File: src/rtl/alu_arbiter_ctrl_pkg.sv
// alu_arbiter_ctrl_pkg: shared widths, opcode encoding and FSM states for the ALU arbiter
package alu_arbiter_ctrl_pkg;
  localparam int OP_W   = 4;
  localparam int OPND_W = 8;
  localparam int RES_W  = 16;
  localparam logic [RES_W-1:0] DIV0_RES = 16'hFFFF;
  localparam logic [OP_W-1:0] OP_ADD = 4'h0;
  localparam logic [OP_W-1:0] OP_SUB = 4'h1;
  localparam logic [OP_W-1:0] OP_MUL = 4'h2;
  localparam logic [OP_W-1:0] OP_DIV = 4'h3;
  localparam logic [OP_W-1:0] OP_SHL = 4'h4;
  localparam logic [OP_W-1:0] OP_SHR = 4'h5;
  localparam logic [OP_W-1:0] OP_AND = 4'h6;
  localparam logic [OP_W-1:0] OP_OR  = 4'h7;
  localparam logic [OP_W-1:0] OP_XOR = 4'h8;
  localparam logic [OP_W-1:0] OP_NOT = 4'h9;
  localparam logic [OP_W-1:0] OP_NOP = 4'hA;
  localparam logic [OP_W-1:0] OP_CLR = 4'hB;
  typedef enum logic [1:0] {IDLE, EXEC, RESP} state_t;
endpackage

File: src/rtl/alu_arbiter_ctrl_if.sv
// alu_arbiter_ctrl_if: two-port request/response bus between issue logic and the ALU arbiter
interface alu_arbiter_ctrl_if;
  logic [1:0]  req_valid;
  logic [1:0]  req_ready;
  logic [15:0] req_a;
  logic [15:0] req_b;
  logic [7:0]  req_op;
  logic [1:0]  rsp_valid;
  logic [1:0]  rsp_ready;
  logic [15:0] rsp_result;
  logic        rsp_err;
  modport master (output req_valid, req_a, req_b, req_op, rsp_ready,
                  input req_ready, rsp_valid, rsp_result, rsp_err);
  modport slave  (input req_valid, req_a, req_b, req_op, rsp_ready,
                  output req_ready, rsp_valid, rsp_result, rsp_err);
endinterface

File: src/rtl/alu_arbiter_ctrl_alu.sv
// alu_arbiter_ctrl_alu: combinational 8-bit ALU with 16-bit zero-extended results
module alu_arbiter_ctrl_alu
  import alu_arbiter_ctrl_pkg::*;
(
  input  logic [OPND_W-1:0] a_i,
  input  logic [OPND_W-1:0] b_i,
  input  logic [OP_W-1:0]   op_i,
  output logic [RES_W-1:0]  res_o,
  output logic              err_o
);
  logic [RES_W-1:0] a, b;
  assign a = {8'b0, a_i};
  assign b = {8'b0, b_i};
  always_comb begin
    res_o = '0;
    err_o = 1'b0;
    case (op_i)
      OP_ADD: res_o = a + b;
      OP_SUB: res_o = a - b;
      OP_MUL: res_o = a * b;
      OP_DIV: res_o = (b == '0) ? '0 : a / b;
      OP_SHL: res_o = a << b_i[3:0];
      OP_SHR: res_o = a >> b_i[3:0];
      OP_AND: res_o = a & b;
      OP_OR:  res_o = a | b;
      OP_XOR: res_o = a ^ b;
      OP_NOT: res_o = ~a;
      default: err_o = 1'b1;
    endcase
  end
endmodule

File: src/rtl/alu_arbiter_ctrl.sv
// alu_arbiter_ctrl: round-robin sharing of one ALU between two requesters with response handshake
module alu_arbiter_ctrl
  import alu_arbiter_ctrl_pkg::*;
#(
  parameter int EXEC_CYCLES = 1,
  parameter int CNT_W       = 16
) (
  input  logic             clk,
  input  logic             rst_n,
  alu_arbiter_ctrl_if.slave bus,
  output logic             busy_o,
  output logic [CNT_W-1:0] ops_done_o
);
  state_t state_q, state_d;
  logic ptr_q, gnt_q, gnt, accept, done, alu_err, cap_err, err_q;
  logic [3:0] cnt_q;
  logic [OPND_W-1:0] a_q, b_q;
  logic [OP_W-1:0] op_q;
  logic [RES_W-1:0] alu_res, cap_res, rsp_q, held_q;
  logic [CNT_W-1:0] ops_q;
  alu_arbiter_ctrl_alu u_alu (.a_i(a_q), .b_i(b_q), .op_i(op_q), .res_o(alu_res), .err_o(alu_err));
  assign gnt    = bus.req_valid[ptr_q] ? ptr_q : ~ptr_q;
  assign accept = (state_q == IDLE) && |bus.req_valid;
  assign done   = (state_q == RESP) && bus.rsp_ready[gnt_q];
  assign busy_o = state_q != IDLE;
  assign ops_done_o = ops_q;
  assign bus.rsp_result = rsp_q;
  assign bus.rsp_err = err_q;
  // NOP/CLR/DIV-by-zero override whatever the ALU produces
  always_comb begin
    cap_res = (op_q == OP_NOP) ? held_q : (op_q == OP_CLR) ? '0 :
              (op_q == OP_DIV && b_q == '0) ? DIV0_RES : alu_res;
    cap_err = (op_q == OP_NOP) ? 1'b0 : (op_q == OP_CLR) ? 1'b1 :
              (op_q == OP_DIV && b_q == '0) ? 1'b1 : alu_err;
  end
  always_comb begin
    state_d = state_q;
    bus.req_ready = '0;
    bus.rsp_valid = '0;
    case (state_q)
      IDLE: if (accept) begin
        state_d = EXEC;
        bus.req_ready = gnt ? 2'b10 : 2'b01;
      end
      EXEC: if (cnt_q == '0) state_d = RESP;
      RESP: begin
        bus.rsp_valid = gnt_q ? 2'b10 : 2'b01;
        if (done) state_d = IDLE;
      end
      default: state_d = IDLE;
    endcase
  end
  always_ff @(posedge clk or negedge rst_n) begin
    if (!rst_n) begin
      state_q <= IDLE;
      ptr_q   <= 1'b0;
      gnt_q   <= 1'b0;
      cnt_q   <= '0;
      a_q     <= '0;
      b_q     <= '0;
      op_q    <= '0;
      rsp_q   <= '0;
      err_q   <= 1'b0;
      held_q  <= '0;
      ops_q   <= '0;
    end else begin
      state_q <= state_d;
      if (accept) begin
        a_q   <= gnt ? bus.req_a[15:8] : bus.req_a[7:0];
        b_q   <= gnt ? bus.req_b[15:8] : bus.req_b[7:0];
        op_q  <= gnt ? bus.req_op[7:4] : bus.req_op[3:0];
        gnt_q <= gnt;
        ptr_q <= ~gnt;
        cnt_q <= 4'(EXEC_CYCLES - 1);
      end
      if (state_q == EXEC) begin
        cnt_q <= cnt_q - 4'd1;
        if (cnt_q == '0) begin
          rsp_q <= cap_res;
          err_q <= cap_err;
          if (op_q != OP_NOP) held_q <= cap_res;
        end
      end
      if (done && !(&ops_q)) ops_q <= ops_q + 1'b1;
    end
  end
endmodule

File: src/flat_wrapper.sv
// flat-port wrapper written by rule: the top's interface ports become plain ports
module alu_arbiter_ctrl_flat import alu_arbiter_ctrl_pkg::*;
#(
  parameter int EXEC_CYCLES = 1,
  parameter int CNT_W       = 16
)
  (clk, rst_n, busy_o, ops_done_o, bus_req_valid, bus_req_a, bus_req_b, bus_req_op, bus_rsp_ready, bus_req_ready, bus_rsp_valid, bus_rsp_result, bus_rsp_err);
  alu_arbiter_ctrl_if bus_i ();
  input  logic clk;
  input  logic rst_n;
  output logic busy_o;
  output logic [CNT_W-1:0] ops_done_o;
  input wire logic [$bits(bus_i.req_valid)-1:0] bus_req_valid;
  input wire logic [$bits(bus_i.req_a)-1:0] bus_req_a;
  input wire logic [$bits(bus_i.req_b)-1:0] bus_req_b;
  input wire logic [$bits(bus_i.req_op)-1:0] bus_req_op;
  input wire logic [$bits(bus_i.rsp_ready)-1:0] bus_rsp_ready;
  output wire logic [$bits(bus_i.req_ready)-1:0] bus_req_ready;
  output wire logic [$bits(bus_i.rsp_valid)-1:0] bus_rsp_valid;
  output wire logic [$bits(bus_i.rsp_result)-1:0] bus_rsp_result;
  output wire logic [$bits(bus_i.rsp_err)-1:0] bus_rsp_err;
  assign bus_i.req_valid = bus_req_valid;
  assign bus_i.req_a = bus_req_a;
  assign bus_i.req_b = bus_req_b;
  assign bus_i.req_op = bus_req_op;
  assign bus_i.rsp_ready = bus_rsp_ready;
  assign bus_req_ready = bus_i.req_ready;
  assign bus_rsp_valid = bus_i.rsp_valid;
  assign bus_rsp_result = bus_i.rsp_result;
  assign bus_rsp_err = bus_i.rsp_err;
  alu_arbiter_ctrl #(.EXEC_CYCLES(EXEC_CYCLES), .CNT_W(CNT_W)) u_core (.clk(clk), .rst_n(rst_n), .bus(bus_i), .busy_o(busy_o), .ops_done_o(ops_done_o));
endmodule
File: config.mk
export PLATFORM = sky130hd
export DESIGN_NAME = alu_arbiter_ctrl_flat
export DESIGN_NICKNAME = d
export VERILOG_FILES = /design/src/rtl/alu_arbiter_ctrl_pkg.sv /design/src/rtl/alu_arbiter_ctrl_if.sv /design/src/rtl/alu_arbiter_ctrl_alu.sv /design/src/rtl/alu_arbiter_ctrl.sv /design/src/flat_wrapper.sv
export SDC_FILE = /design/constraint.sdc
export NUM_CORES = 1
export LEC_CHECK = 0
export BUFFER_PORTS_ARGS = -buffer_cell sky130_fd_sc_hd__buf_2
export CAP_MARGIN = 20
export CORE_UTILIZATION = 44
export CTS_CLUSTER_SIZE = 16
export DETAILED_ROUTE_END_ITERATION = 8
export GPL_TIMING_DRIVEN = 1
export PLACE_DENSITY_LB_ADDON = 0.08
export SLEW_MARGIN = 10
export SYNTH_ARGS = -nofsm -noshare
export SYNTH_HDL_FRONTEND = slang
export SYNTH_SLANG_ARGS = --single-unit
File: constraint.sdc
create_clock -name clk -period 33.1 [get_ports clk]
set_input_delay 6.62 -clock clk [delete_from_list [all_inputs] [get_ports clk]]
set_output_delay 6.62 -clock clk [all_outputs]
set_load 0.03 [all_outputs]
Word level (Yosys, flattened, before mapping):

Cells that the tools add are included.
Widths: inputs -> output; s select.

* bits in read-only memories: 0
* word-level logic and storage cells: 90
* bits in writable memories: 0
* input bits: 46
* memories: 0
* bits in latches: 0
* output and inout port bits: 38
* register bits: 77

* add/sub/neg operators: 4
* bitwise gates (word level): 6
* multipliers: 1
* reduce and logical (&&, ||, !) cells: 18
* $lt $le $gt $ge: 2
* mux-type cells: 28
* shifts and indexed selects: 2
* divide/modulo/power cells: 1
* eq/ne operators: 17

Operator list (number)
* $pmux 16 s10: 1
* $mux 16: 4
* $add 16x1->16 const B: 1
* $div 8x8->16: 1
* $eq 4x3->1 const B: 4
* $eq 4x4->1 const B: 4
* $logic_not 16->1: 1
* $mul 8x8->16: 1
* $mux 2: 8
* $mux 8: 2
* $not 8->16: 1
* $reduce_and 16->1: 1
* $shl 8x4->16: 1
* $shr 8x4->16: 1
* $mux 4: 3
* $reduce_or 10->1: 1
* $add 8x8->9: 1
* $mux 1: 9
* $sub 8x8->9: 1
* $and 8x8->8: 1
* $eq 4x2->1 const B: 2
* $logic_not 4->1: 2
* $logic_not 8->1: 1
* $or 8x8->8: 1
* other kinds (17): 26

Longest topological paths before layout:

* depth after elaboration: 6
* mapped depth: 154

By module:

A second synthesis with hierarchy kept.

* cells, all modules: 1575
* area total of the unflattened synthesis: 12633.4 µm²

By module, submodules not included
* alu_arbiter_ctrl_alu: cells an instance 1266, seq. area each 0.0 µm², area each 9153.8 µm², instances 1
* alu_arbiter_ctrl: cells an instance 309, seq. area each 1926.8 µm², area each 3479.6 µm², instances 1

Worst setup path after synthesis:

No wires, ideal clock.

* path kind: register to register
* from: reg u_core.b_q[1]
* to: reg u_core.rsp_q[0] (netlist: u_core.bus.rsp_result[0])
* library setup time: 0.135 ns
* setup slack: 3.103 ns
* arrival: 29.862 ns
* cell stages (with the launch flop): 144
* data required time: 32.965 ns
* path through: dfrtp_1 -> clkbuf_1 -> clkinv_1 -> clkbuf_1 -> ha_1 -> or3_1 -> and2_1 -> mux2_2 -> ha_1 -> o211ai_1 -> a2111oi_0 -> ha_1 -> a21oi_1 -> a21boi_0 -> nor3b_1 -> or2_2 -> ha_1 -> or3_1 -> [108 not listed] -> buf_2 -> nor2_1 -> a21oi_1 -> ha_1 -> a21oi_1 -> nor2b_1 -> o21ai_0 -> nand2b_1 -> a21oi_1 -> nor2b_1 -> o21ai_0 -> nand2b_1 -> a211oi_1 -> nand2_1 -> a31oi_1 -> o31ai_1 -> nor4_1 -> o21ai_0

* word-level cells in the longest chain between the ends: 6

Ends and longest elaborated chain
* from (decl): line alu_arbiter_ctrl.sv:17 `logic [OPND_W-1:0] a_q, b_q;`
* from (signal assigned): line alu_arbiter_ctrl.sv:70 `b_q <= gnt ? bus.req_b[15:8] : bus.req_b[7:0];`
* $div 8x8->16 or $logic_not 16->1 (tied branches): line alu_arbiter_ctrl_alu.sv:21 `OP_DIV: res_o = (b == '0) ? '0 : a / b;`
* $mux 16: line alu_arbiter_ctrl_alu.sv:21
* $pmux 16 s10: line alu_arbiter_ctrl_alu.sv:17 `case (op_i)`
* $mux 16 *: line alu_arbiter_ctrl.sv:32 `(op_q == OP_DIV && b_q == '0) ? DIV0_RES : alu_res;`
* $mux 16 * (2 in a row): line alu_arbiter_ctrl.sv:31 `cap_res = (op_q == OP_NOP) ? held_q : (op_q == OP_CLR) ? '0 :`
* to (signal assigned): line alu_arbiter_ctrl.sv:79 `rsp_q <= cap_res;`
* to (decl): line alu_arbiter_ctrl.sv:19 `logic [RES_W-1:0] alu_res, cap_res, rsp_q, held_q;`

Mark *: on every way between the ends. The rest lies on a longest branch, timed or not.
A chain may end at the register's enable or synchronous reset.

Final worst setup path:

* from: reg u_core.b_q[0]
* to: reg u_core.held_q[0]

* word-level cells in the longest chain between the ends: 6

Ends and longest elaborated chain
* $div 8x8->16 or $logic_not 16->1 (tied branches): line alu_arbiter_ctrl_alu.sv:21
* $mux 16: line alu_arbiter_ctrl_alu.sv:21
* $pmux 16 s10: line alu_arbiter_ctrl_alu.sv:17
* $mux 16 *: line alu_arbiter_ctrl.sv:32
* $mux 16 * (2 in a row): line alu_arbiter_ctrl.sv:31
* to (signal assigned): line alu_arbiter_ctrl.sv:81 `if (op_q != OP_NOP) held_q <= cap_res;`
* to (decl): line alu_arbiter_ctrl.sv:19

Marks and branches as above.

==> results_dict.tcl <==
set metrics [dict create \
    status "completed" \
    htree_levels 3 \
    avgSynthCellArea_um2 7.84 \
    tightestPinTransition_ns 0.969 \
    finalCritPeriodShare_pct 92.4 \
    cts_root_buffer "clkbuf_16" \
    wl_per_cell_um 18.6 \
    synth-seq-area-share_pct 15.5 \
    max_clock_freq_mhz 32.7 \
    syn-instance-count 1591 \
    crit_buf_inv 7 \
    ys_warn_count 0 \
    dp.cells 2023 \
    hpwl_mm 29.3 \
    path_delay_family "compound AO/OA/AOI/OAI gates" \
    grt_max_degree 78 \
    die_w_um 170 \
    drcViolationCount 0 \
    cp_max_fo 27 \
    rows 61 \
    synth_cell_types 92 \
    rrSetupSlack_ns 2.50 \
    slew_viol_final 0 \
    firstDrtPassIters 5 \
    numPortBuffers 83 \
    grt_pass1_wl_mm 60.2 \
    via_per_inst 5.93 \
    hold_viol 0 \
    die_area_mm2 0.0290 \
    clkSlewWorstSetupHoldPaths_ns 0.07 \
    clockBufferDepth 2 \
    postCtsHoldBufs 0 \
    rsz0062_at_grt "no" \
    synth_edf_count 0 \
    critPathCaptureType "flip-flop" \
    cts_buffers 9 \
    crit_arrival_ns 30.80 \
    max_slew_margin_pct 33.7 \
    synth-async-reset-ratio_pct 100 \
    max_stage_delay_ns 0.51 \
    area_growth_pct 11.3 \
    cts_sinks 77 \
    maxCapViolations 0 \
    n_antenna_cell 0 \
    totalNegativeSetupSlack_ns 0 \
    slowest_stage "o41a_1" \
    first_global_vias 11600 \
    finalWeightedCongestion 1.01 \
    worstPathRequired_ns 33.31 \
    synth-seq-cells 77 \
    final_net_count 1923 \
    ant_nets 0 \
    drive_gt1_share_pct 13.3 \
    core-area_mm2 0.0279 \
    synth_ff_type "dfrtp_1" \
    stdcell_count 2056 \
    io_pins 84 \
    wl_mm 38.3 \
    finalClockSkew_ns 0.0102 \
    path_class "reg -> reg" \
    clock_latency_ns 0.34 \
    die_y_um 170 \
    cp-start-kind "flip-flop" \
    min_period_ns 30.60 \
    grt_overflow 0 \
    grt_usage_pct 26.5 \
    vias 12200 \
    fin_util_pct 49.8 \
    synth.cell_area_mm2 0.0125 \
    hold_slack_ns 0.475 \
    setup_viol 0 \
    cts_tree "done" \
    initial_utilization_pct 44.7 \
    antenna_found_initial 0 \
    drtIter0Drc 785 \
    path_common_cell "o21a_1" \
    hold_class "reg -> reg" \
]
[cell type report]
type,instances,area [um^2]
Tap cell,378,473
Clock inverter,7,58.8
Inverter,103,387
Clock buffer,9,225
Sequential cell,77,1930
Timing Repair Buffer,125,731
Multi-Input combinational cell,1357,10100
Fill cell,2816,14000
[per-layer routing]
metal / share of wire [%] / GRT usage, %
met1: 44 / 34.0
met2: 47 / 45.2
met3: 5.2 / 2.98
met4: 3.6 / 10.8
met5: 0 / 0
[Yosys cell counts (13+ instances only)]
library cell  count  share of area [%]
ha_1            166                 17
nand2_1         164                4.9
nor2_1          147                4.4
a21oi_1         105                4.2
inv_1           101                3.0
o21ai_0          99                4.0
dfrtp_1          77                 15
nor3_1           54                2.2
xnor2_1          49                3.4
o21a_1           48                2.9
clkbuf_1         46                1.4
mux2i_1          43                3.5
fa_1             38                6.1
nand3_1          35                1.4
a21o_1           27                1.6
mux2_2           24                2.2
nand2b_1         21                1.1
a31oi_1          20                1.0
nor2b_1          19               0.95
o31ai_1          19                1.1
xor2_1           19                1.3
or3_1            17               0.85
or2_2            16               0.80
o21bai_1         14               0.84
o22ai_1          14               0.70
a211oi_1         13               0.78
[state kept, by name (all words and copies together) (netlist names)]
| register | cells |
|---|---|
| u_core.op_q | 4 |
| u_core.bus.rsp_err | 1 |
| u_core.cnt_q | 4 |
| u_core.gnt_q | 1 |
| u_core.a_q | 8 |
| u_core.held_q | 16 |
| u_core.b_q | 8 |
| u_core.state_q | 2 |
| u_core.bus.rsp_result | 16 |
| u_core.ptr_q | 1 |
| u_core.ops_done_o | 16 |
[cell families (layout without fill, tap and decap cells)]
kind of cell	Yosys count	in the layout	share of synthesized area [%]
buf+inv	165	244	5.03
other cells	1	8	0.0301
mux	71	71	6.15
xor+xnor	68	68	4.78
simple gates	533	533	20.4
compound gates	471	472	25.3
flops	77	77	15.5
fa+ha+maj	205	205	22.8
[placed cells by master, fill, tap and decap left out, types with 16 or more instances in the layout]
cell type,count
inv_1,101
nand2_1,163
or3_1,17
o21ai_0,96
a21oi_1,101
xor2_1,19
mux2i_1,42
ha_1,166
dfrtp_1,77
nand2b_1,21
or2_2,16
o21a_1,48
a21o_1,27
fa_1,38
o31ai_1,18
nand3_1,35
buf_4,42
nor2_1,147
a31oi_1,20
nor2b_1,18
buf_2,83
xnor2_1,49
nor3_1,52
mux2_2,24
[what timing repair did]
action                     CTS  global route
gates resized for setup      0            24
setup endpoints to repair    0             4
hold endpoints to repair     0             0
setup buffers                0            16
[path summary, 6_finish.rpt]
kind	startpoint	endpoint	cells after the start
max	u_core.b_q[0]$_DFFE_PN0P_	u_core.held_q[0]$_DFFE_PN0P_	136
min	u_core.held_q[3]$_DFFE_PN0P_	u_core.held_q[3]$_DFFE_PN0P_	2
max reg2reg	u_core.b_q[0]$_DFFE_PN0P_	u_core.held_q[0]$_DFFE_PN0P_	136
min reg2reg	u_core.held_q[3]$_DFFE_PN0P_	u_core.held_q[3]$_DFFE_PN0P_	2
max in group asynchronous	rst_n	u_core.op_q[1]$_DFFE_PN0P_	1
min in group asynchronous	rst_n	u_core.bus.rsp_result[0]$_DFFE_PN0P_	1
[through the flow]
stage / instance area [um^2] / setup slack, ns
2_1_floorplan: 12500 / 3.10
3_3_place_gp: 13300 / 1.62
3_5_place_dp: 13400 / 0.769
4_1_cts: 13600 / 0.560
5_1_grt: 13900 / 0.00290
6_report: 13900 / 2.50
[worst min-delay path: cells and delay by family (launching register included)]
kind	cells	cell delay (ns)
and+or+nand+nor	1	0.05
DFF	1	0.32
AOI/OAI and AO/OA	1	0.06
Power is left out: the tool's default activity adds up to more than one toggle a clock period on the data nets, which glitch-free logic cannot reach.
